## src/rtl/uart_wishbone_bridge.sv

```systemverilog
// uart_wishbone_bridge: decodes a UART byte-stream command protocol and acts as a
// Wishbone B4 classic bus master. Read data is returned MSB first as a byte stream.
module uart_wishbone_bridge #(
    parameter int unsigned ADDR_WIDTH = 30,
    parameter int unsigned DATA_WIDTH = 32,
    parameter int unsigned RX_TIMEOUT = 1000000
) (
    input  logic                    clk,
    input  logic                    rst_n,
    input  logic [7:0]              rx_data,
    input  logic                    rx_valid,
    output logic                    rx_ready,
    output logic [7:0]              tx_data,
    output logic                    tx_valid,
    input  logic                    tx_ready,
    output logic                    wb_cyc,
    output logic                    wb_stb,
    output logic                    wb_we,
    output logic [ADDR_WIDTH-1:0]   wb_adr,
    output logic [DATA_WIDTH-1:0]   wb_dat_w,
    output logic [DATA_WIDTH/8-1:0] wb_sel,
    input  logic [DATA_WIDTH-1:0]   wb_dat_r,
    input  logic                    wb_ack,
    input  logic                    wb_err,
    output logic                    busy,
    output logic                    frame_error,
    output logic                    bus_error
);

    localparam int unsigned NB  = DATA_WIDTH / 8;
    localparam int unsigned BCW = $clog2((NB > 4) ? NB : 4) + 1;
    localparam int unsigned TW  = $clog2(RX_TIMEOUT + 1);

    localparam logic [BCW-1:0] LAST_ADR_BYTE = BCW'(3);
    localparam logic [BCW-1:0] LAST_DAT_BYTE = BCW'(NB - 1);
    localparam logic [TW-1:0]  TIMER_MAX     = TW'(RX_TIMEOUT - 1);

    typedef enum logic [2:0] {
        StIdle,
        StLen,
        StAddr,
        StWdata,
        StWbWr,
        StWbRd,
        StTx
    } state_e;

    state_e                  state_q;
    logic                    cmd_read_q;
    logic                    cmd_fixed_q;
    logic [8:0]              len_q;
    logic [8:0]              word_cnt_q;
    logic [BCW-1:0]          byte_cnt_q;
    logic [TW-1:0]           timer_q;
    logic [DATA_WIDTH-1:0]   rd_shift_q;

    logic                    timing;
    logic                    last_word;
    logic [ADDR_WIDTH-1:0]   next_adr;

    assign rx_ready  = (state_q == StIdle) || (state_q == StLen) ||
                       (state_q == StAddr) || (state_q == StWdata);
    assign timing    = (state_q == StLen) || (state_q == StAddr) || (state_q == StWdata);
    assign busy      = (state_q != StIdle);
    assign wb_sel    = '1;
    assign tx_data   = rd_shift_q[DATA_WIDTH-1 -: 8];
    assign last_word = (9'(word_cnt_q + 9'd1) == len_q);
    assign next_adr  = cmd_fixed_q ? wb_adr : ADDR_WIDTH'(wb_adr + ADDR_WIDTH'(1));

    // Frame decoder, bus master and transmit sequencer with registered outputs.
    always_ff @(posedge clk or negedge rst_n) begin
        if (!rst_n) begin
            state_q     <= StIdle;
            cmd_read_q  <= 1'b0;
            cmd_fixed_q <= 1'b0;
            len_q       <= '0;
            word_cnt_q  <= '0;
            byte_cnt_q  <= '0;
            timer_q     <= '0;
            rd_shift_q  <= '0;
            tx_valid    <= 1'b0;
            wb_cyc      <= 1'b0;
            wb_stb      <= 1'b0;
            wb_we       <= 1'b0;
            wb_adr      <= '0;
            wb_dat_w    <= '0;
            frame_error <= 1'b0;
            bus_error   <= 1'b0;
        end else begin
            frame_error <= 1'b0;
            bus_error   <= 1'b0;

            // Inter-byte timer: cleared by every accepted byte, aborts the frame on expiry.
            if (timing) begin
                if (rx_valid) begin
                    timer_q <= '0;
                end else if (timer_q == TIMER_MAX) begin
                    timer_q     <= '0;
                    frame_error <= 1'b1;
                    state_q     <= StIdle;
                end else begin
                    timer_q <= timer_q + TW'(1);
                end
            end

            unique case (state_q)
                StIdle: begin
                    // Unknown command bytes are swallowed silently.
                    if (rx_valid && rx_data >= 8'h01 && rx_data <= 8'h04) begin
                        cmd_read_q  <= ~rx_data[0];
                        cmd_fixed_q <= (rx_data >= 8'h03);
                        timer_q     <= '0;
                        state_q     <= StLen;
                    end
                end
                StLen: begin
                    if (rx_valid) begin
                        len_q      <= (rx_data == 8'h00) ? 9'd256 : {1'b0, rx_data};
                        byte_cnt_q <= '0;
                        state_q    <= StAddr;
                    end
                end
                StAddr: begin
                    if (rx_valid) begin
                        // Shifting 4 bytes through keeps only the low ADDR_WIDTH bits.
                        wb_adr <= ADDR_WIDTH'({wb_adr, rx_data});
                        if (byte_cnt_q == LAST_ADR_BYTE) begin
                            byte_cnt_q <= '0;
                            word_cnt_q <= '0;
                            if (cmd_read_q) begin
                                wb_cyc  <= 1'b1;
                                wb_stb  <= 1'b1;
                                wb_we   <= 1'b0;
                                state_q <= StWbRd;
                            end else begin
                                state_q <= StWdata;
                            end
                        end else begin
                            byte_cnt_q <= byte_cnt_q + BCW'(1);
                        end
                    end
                end
                StWdata: begin
                    if (rx_valid) begin
                        wb_dat_w <= DATA_WIDTH'({wb_dat_w, rx_data});
                        if (byte_cnt_q == LAST_DAT_BYTE) begin
                            byte_cnt_q <= '0;
                            wb_cyc     <= 1'b1;
                            wb_stb     <= 1'b1;
                            wb_we      <= 1'b1;
                            state_q    <= StWbWr;
                        end else begin
                            byte_cnt_q <= byte_cnt_q + BCW'(1);
                        end
                    end
                end
                StWbWr: begin
                    if (wb_ack || wb_err) begin
                        wb_cyc     <= 1'b0;
                        wb_stb     <= 1'b0;
                        wb_we      <= 1'b0;
                        bus_error  <= wb_err;
                        wb_adr     <= next_adr;
                        word_cnt_q <= word_cnt_q + 9'd1;
                        timer_q    <= '0;
                        state_q    <= last_word ? StIdle : StWdata;
                    end
                end
                StWbRd: begin
                    if (wb_ack || wb_err) begin
                        wb_cyc     <= 1'b0;
                        wb_stb     <= 1'b0;
                        bus_error  <= wb_err;
                        // An error beats a simultaneous ack and returns all-ones.
                        rd_shift_q <= wb_err ? '1 : wb_dat_r;
                        tx_valid   <= 1'b1;
                        byte_cnt_q <= '0;
                        state_q    <= StTx;
                    end
                end
                StTx: begin
                    if (tx_ready) begin
                        if (byte_cnt_q == LAST_DAT_BYTE) begin
                            tx_valid   <= 1'b0;
                            byte_cnt_q <= '0;
                            wb_adr     <= next_adr;
                            word_cnt_q <= word_cnt_q + 9'd1;
                            if (last_word) begin
                                state_q <= StIdle;
                            end else begin
                                wb_cyc  <= 1'b1;
                                wb_stb  <= 1'b1;
                                state_q <= StWbRd;
                            end
                        end else begin
                            rd_shift_q <= rd_shift_q << 8;
                            byte_cnt_q <= byte_cnt_q + BCW'(1);
                        end
                    end
                end
                default: begin
                    state_q <= StIdle;
                end
            endcase
        end
    end

endmodule

```

## config.mk

```make
export PLATFORM = sky130hd
export DESIGN_NAME = uart_wishbone_bridge
export DESIGN_NICKNAME = d
export VERILOG_FILES = /design/src/rtl/uart_wishbone_bridge.sv
export SDC_FILE = /design/constraint.sdc
export NUM_CORES = 1
export LEC_CHECK = 0
export CELL_PAD_IN_SITES_DETAIL_PLACEMENT = 1
export CELL_PAD_IN_SITES_GLOBAL_PLACEMENT = 2
export CORE_ASPECT_RATIO = 1.75
export CORE_MARGIN = 1
export CORE_UTILIZATION = 30
export CTS_BUF_LIST = sky130_fd_sc_hd__clkbuf_16
export DETAILED_ROUTE_END_ITERATION = 7
export PLACE_DENSITY_LB_ADDON = 0.1
export SYNTH_ARGS = -nofsm -noshare
export SYNTH_HDL_FRONTEND = slang
export SYNTH_SLANG_ARGS = --single-unit
export TNS_END_PERCENT = 50
```

## constraint.sdc

```tcl
create_clock -name clk -period 6.05 [get_ports clk]
set_clock_uncertainty 0.15 [all_clocks]
set_input_delay 0.605 -clock clk [delete_from_list [all_inputs] [get_ports clk]]
set_output_delay 0.605 -clock clk [all_outputs]
set_load 0.02 [all_outputs]
```

Yosys cells after proc, flatten, opt, wreduce, memory -nomap -nowiden
Cells that the tools add are included.
{ "totals": {"output_inout_bits": 82, "input_bits": 46, "n_memories": 0, "latchBits": 0, "register_bits": 145, "ramBits": 0, "romBits": 0, "elab_cells": 144} }
{ "op_classes": {"n_div": 0, "n_eq_ne": 23, "muxes": 70, "bitwise": 1, "magnitude_cmp": 3, "n_addsub": 4, "reduce_logical": 28, "shift": 0, "n_mul": 0} }
{ "ops": {"columns": ["operator", "count"], "rows": [
  ["$mux W30", 5],
  ["$mux W32", 4],
  ["$mux W20", 5],
  ["$pmux W30 S3", 1],
  ["$pmux W32 S2", 1],
  ["$mux W3", 20],
  ["$mux W9", 6],
  ["$pmux W20 S2", 1],
  ["$add A30 B1 Y30 const B", 1],
  ["$pmux W9 S3", 1],
  ["$pmux W3 S7", 1],
  ["$add A20 B1 Y20 const B", 1],
  ["$eq A20 B20 Y1 const B", 1],
  ["$mux W1", 20],
  ["$ne A2 B2 Y1 const B", 10],
  ["$pmux W3 S4", 1],
  ["$reduce_and A10 Y1", 1],
  ["$reduce_and A5 Y1", 2],
  ["$add A9 B1 Y9 const B", 1],
  ["$eq A3 B2 Y1 const B", 3],
  ["$eq A3 B3 Y1 const B", 3],
  ["$eq A9 B9 Y1", 1],
  ["$reduce_bool A3 Y1", 3],
  ["$ge A8 B1 Y1 const B", 1],
  ["other kinds (21)", 35]
]} }

Logic depth before layout (Yosys ltp)
{ "depth": {"depth_word": 7, "depth_mapped": 8} }

Worst setup path after synthesis
No wires, ideal clock.
{ "synth_timing": {"kind": "input -> register", "start": "input port wb_err", "end": "register rd_shift_q[12]", "slack_ns": 3.715, "t_arrival_ns": 2.060, "path_stages": 6, "cell_sequence": "clkbuf_1 o21ba_2 a21oi_1 nor2_1 buf_2 mux2_2"} }
{ "synth_between": {"elab_chain_len": 3, "word_cells_on_any_way": 6} }
{ "synth_rtl": {"columns": ["element", "line_no", "rtl"], "rows": [
  ["from (decl)", "24", "input logic wb_err,"],
  ["$mux W32 or $logic_or A1 B1 Y1 (tied branches)", "175, 170", null],
  ["$mux W32 or $ne A2 B2 Y1 (tied branches)", null, null],
  ["$pmux W32 S2 or $reduce_and A4 Y1 (tied branches)", null, null],
  ["to (signal assigned)", "175", "rd_shift_q <= wb_err ? '1 : wb_dat_r;"],
  ["to (signal assigned)", "196", "rd_shift_q <= rd_shift_q << 8;"],
  ["to (decl)", "55", "logic [DATA_WIDTH-1:0] rd_shift_q;"]
]} }
Parallel ways exist; a longest one is shown, timed or not. The select of a mux whose other input is x is not followed.
A chain may end at the register's enable or synchronous reset.

Final worst setup path
{ "layout_timing": {"start": "register state_q[2]", "end": "output port busy"} }
{ "layout_between": {"elab_chain_len": 1} }
{ "layout_rtl": {"columns": ["element", "line_no", "rtl"], "rows": [
  ["from (decl)", "48", "state_e state_q;"],
  ["from (signal assigned)", "73", "state_q <= StIdle;"],
  ["from (signal assigned)", "100", "state_q <= StIdle;"],
  ["from (signal assigned)", "113", "state_q <= StLen;"],
  ["$reduce_bool A3 Y1", "64", "assign busy = (state_q != StIdle);"],
  ["to (decl)", "25", "output logic busy,"]
]} }
No other way between the ends.

==> metrics.txt <==
GRT Util Overall=19.7%; starting density of the core=between 30% and 40%; CTS Buffer Depth=2; Mapped Avg Cell Area=9.43 µm²; most common library cells after synthesis=dfrtp_1, nor2_1, a21oi_1; PostCTS Resize Cnt=0; Final period util=58.4%; count leader, synth=dfrtp_1; Hold Crit Class=in -> async; CP bufs+invs=2; DRT Pass-1 Iters=4; placed insts=1230; Core Region=25900 µm²; Finished Layout Cells=~1300; Crit-path slowest cell=dfrtp_1; Post-CTS Hold Fix Bufs=0; share of the synthesized area in the top cell type=46.0%; CP Data Required Time=between 5 and 6 ns; Nets=roughly 1000; Die Height=217 µm; grt ovf=0; detailed placer's ending HPWL=between 15 and 20 mm; drt drc=0; top post-synthesis cells by area=dfrtp_1, mux2_2, nor2_1; antenna diode count=0; clock-pin slew on the worst setup and hold paths=0.06 ns; largest net degree at the start of global routing=101; vias=slightly below 7000; Slew @ Worst Pin=1.10 ns; unrepaired setup endpoints after global routing=no; post-synth design cell area=7900 µm²; Synth cell types=76; register area=3630 µm²; CTS H-tree depth=4; area grow syn2layout=25.3%; routed len/inst=just over 20 µm; via/cell ratio=5.42; layout cells sized above 1=approximately 13%; fin crit period=3.53 ns; multi-input logic area=between 3000 and 4000 µm²; Chip Width=about 120 µm; TritonCTS Buffers=17; number of global-route vias before repair=7438; Die ar.=27000 µm²; crit path kind=reg -> out; # setup viols final=0; DR iter-0 viols=between 200 and 250; postcts setup bufs=0; PD cells=approximately 500 nW/µm²; Root Driver=clkbuf_16; Rows=78; Synthesis Warnings=0; Final Hold Fails=0; slowest stage delay, CP=~0.86 ns; Critical Path AT=around 2.8 ns; area leader, netlist=dfrtp_1; P_leak=4.09 nW; clock sink count=between 100 and 150; Gate Count Post-Synth=837; crit start category=register; CP endpoint kind=output pin; status=complete, no violations; Fillers=2961; Worst Path Max Fanout=22; FMAX=0.283 GHz; Slew headroom=25.7%; Max Cap Viol=0; number of synthesized register bits=145; Final ANT Viol Nets=0; # port buffers=123; Synth async-reset ratio=between 90% and 100%; worst path cell trace=inv_1 -> nand2_1 -> clkdlybuf4s50_1; initial antenna violation count=0; TritonCTS clock tree=done; later-pin clock latency in the skew report=~0.44 ns; Setup TNS=0 ns; total wire length=between 20 and 30 mm; sequential area share after synthesis=46.0%; predominant post-synthesis flop cell=dfrtp_1; fin. max-slew vios=0; Final Wtd Congestion=0.768; family with the most delay on the worst path=buffers and inverters; EDFF count, synth=0; first-pass GRT wire length=41.4 mm; VDD IR max=211 µV; I/O Pins=128
[layout make-up]
cell class,count,area share (%)
clock inverter,15,1.87
clock buffer,17,4.30
timing repair buffer,136,13.4
multi-input combinational,614,39.1
inverter,15,0.569
tap,320,4.05
sequential,145,36.7
[sequential cells by signal, summed over array words and instances (netlist names), 3 cells and up]
register,flops
rd_shift_q,32
wb_dat_w,32
wb_adr,30
timer_q,20
len_q,9
word_cnt_q,9
byte_cnt_q,3
state_q,3
[worst reg2reg max path, delay by kind of cell (launching register included)]
family | cells | cell delay, ns
AO/OA/AOI/OAI | 1 | 0.27
XOR/XNOR | 1 | 0.15
flip-flops | 1 | 0.81
AND/OR/NAND/NOR | 3 | 1.54
[metrics by stage]
stage / setup slack [ns] / cell area [µm²] / hold WS, ns / utilization [%] / total power, W
2_1_floorplan: 3.72 / 7910 / 0.159 / - / 0.00300
4_1_cts: 2.49 / 9890 / 0.162 / 38.3 / 0.00501
3_5_place_dp: 2.57 / 9280 / 0.342 / 35.9 / 0.00386
5_1_grt: 2.36 / 9890 / 0.188 / 38.3 / 0.00526
3_3_place_gp: 2.74 / 9280 / 0.320 / 35.9 / 0.00380
6_report: 2.52 / 9890 / 0.108 / 38.3 / 0.00493
[power by group]
group / switching [W] / total [W] / internal (W)
combinational: 0.00112 / 0.00209 / 0.000972
sequential: 0.000391 / 0.00172 / 0.00133
clock: 0.000458 / 0.00111 / 0.000653
[path summary, 6_finish.rpt]
path	startpoint	to	slack [ns]	cells after the start
worst max-delay path	state_q[2]$_DFF_PN0_	busy	2.52	3
worst min-delay path	rst_n	rd_shift_q[1]$_DFFE_PN0P_	0.11	1
worst max register to register	state_q[0]$_DFF_PN0_	timer_q[19]$_DFF_PN0_	2.98	5
worst min register to register	len_q[2]$_DFFE_PN0P_	len_q[2]$_DFFE_PN0P_	0.35	2
max in group asynchronous	rst_n	wb_dat_w[20]$_DFFE_PN0P_	4.41	2
min in group clk	len_q[2]$_DFFE_PN0P_	len_q[2]$_DFFE_PN0P_	0.35	2
[layer usage]
layer / routed length [µm] / up-vias / track usage (%)
met2: 14400 / 151 / 37.4
li1: - / 3184 / -
met4: 864 / 0 / 10.1
met3: 855 / 44 / 3.48
met5: 0 / - / 0
met1: 9560 / 3456 / 20.4
[cells in the final DEF, fill, tap and decap left out, types with 9 or more instances in the layout]
| cell | Yosys | routed |
|---|---|---|
| nor2_1 | 116 | 115 |
| xor2_1 | 13 | 13 |
| clkbuf_16 | 0 | 17 |
| o31ai_1 | 11 | 11 |
| inv_1 | 15 | 16 |
| a21oi_1 | 63 | 63 |
| o21ai_0 | 56 | 56 |
| nand3_1 | 28 | 28 |
| dfrtp_1 | 145 | 145 |
| o22ai_1 | 10 | 10 |
| and3_1 | 9 | 9 |
| o22a_1 | 9 | 9 |
| clkdlybuf4s50_1 | 0 | 122 |
| nand4_1 | 23 | 23 |
| a2bb2oi_1 | 10 | 10 |
| nand2_1 | 60 | 59 |
| buf_4 | 14 | 13 |
| mux2_2 | 57 | 57 |
| xnor2_1 | 17 | 17 |
| a31oi_1 | 17 | 17 |
[kinds of logic (layout without fill, tap and decap cells)]
family | after synthesis | count (layout) | share of synthesized area (%)
buf+inv | 81 | 183 | 5.26
mux | 58 | 58 | 8.26
flops | 145 | 145 | 46.0
xor+xnor | 31 | 31 | 3.63
fa+ha+maj | 4 | 4 | 0.634
other cells | 1 | 4 | 0.0475
compound gates | 218 | 218 | 17.4
simple gates | 299 | 299 | 18.8
(Power assumes the default switching activity.)
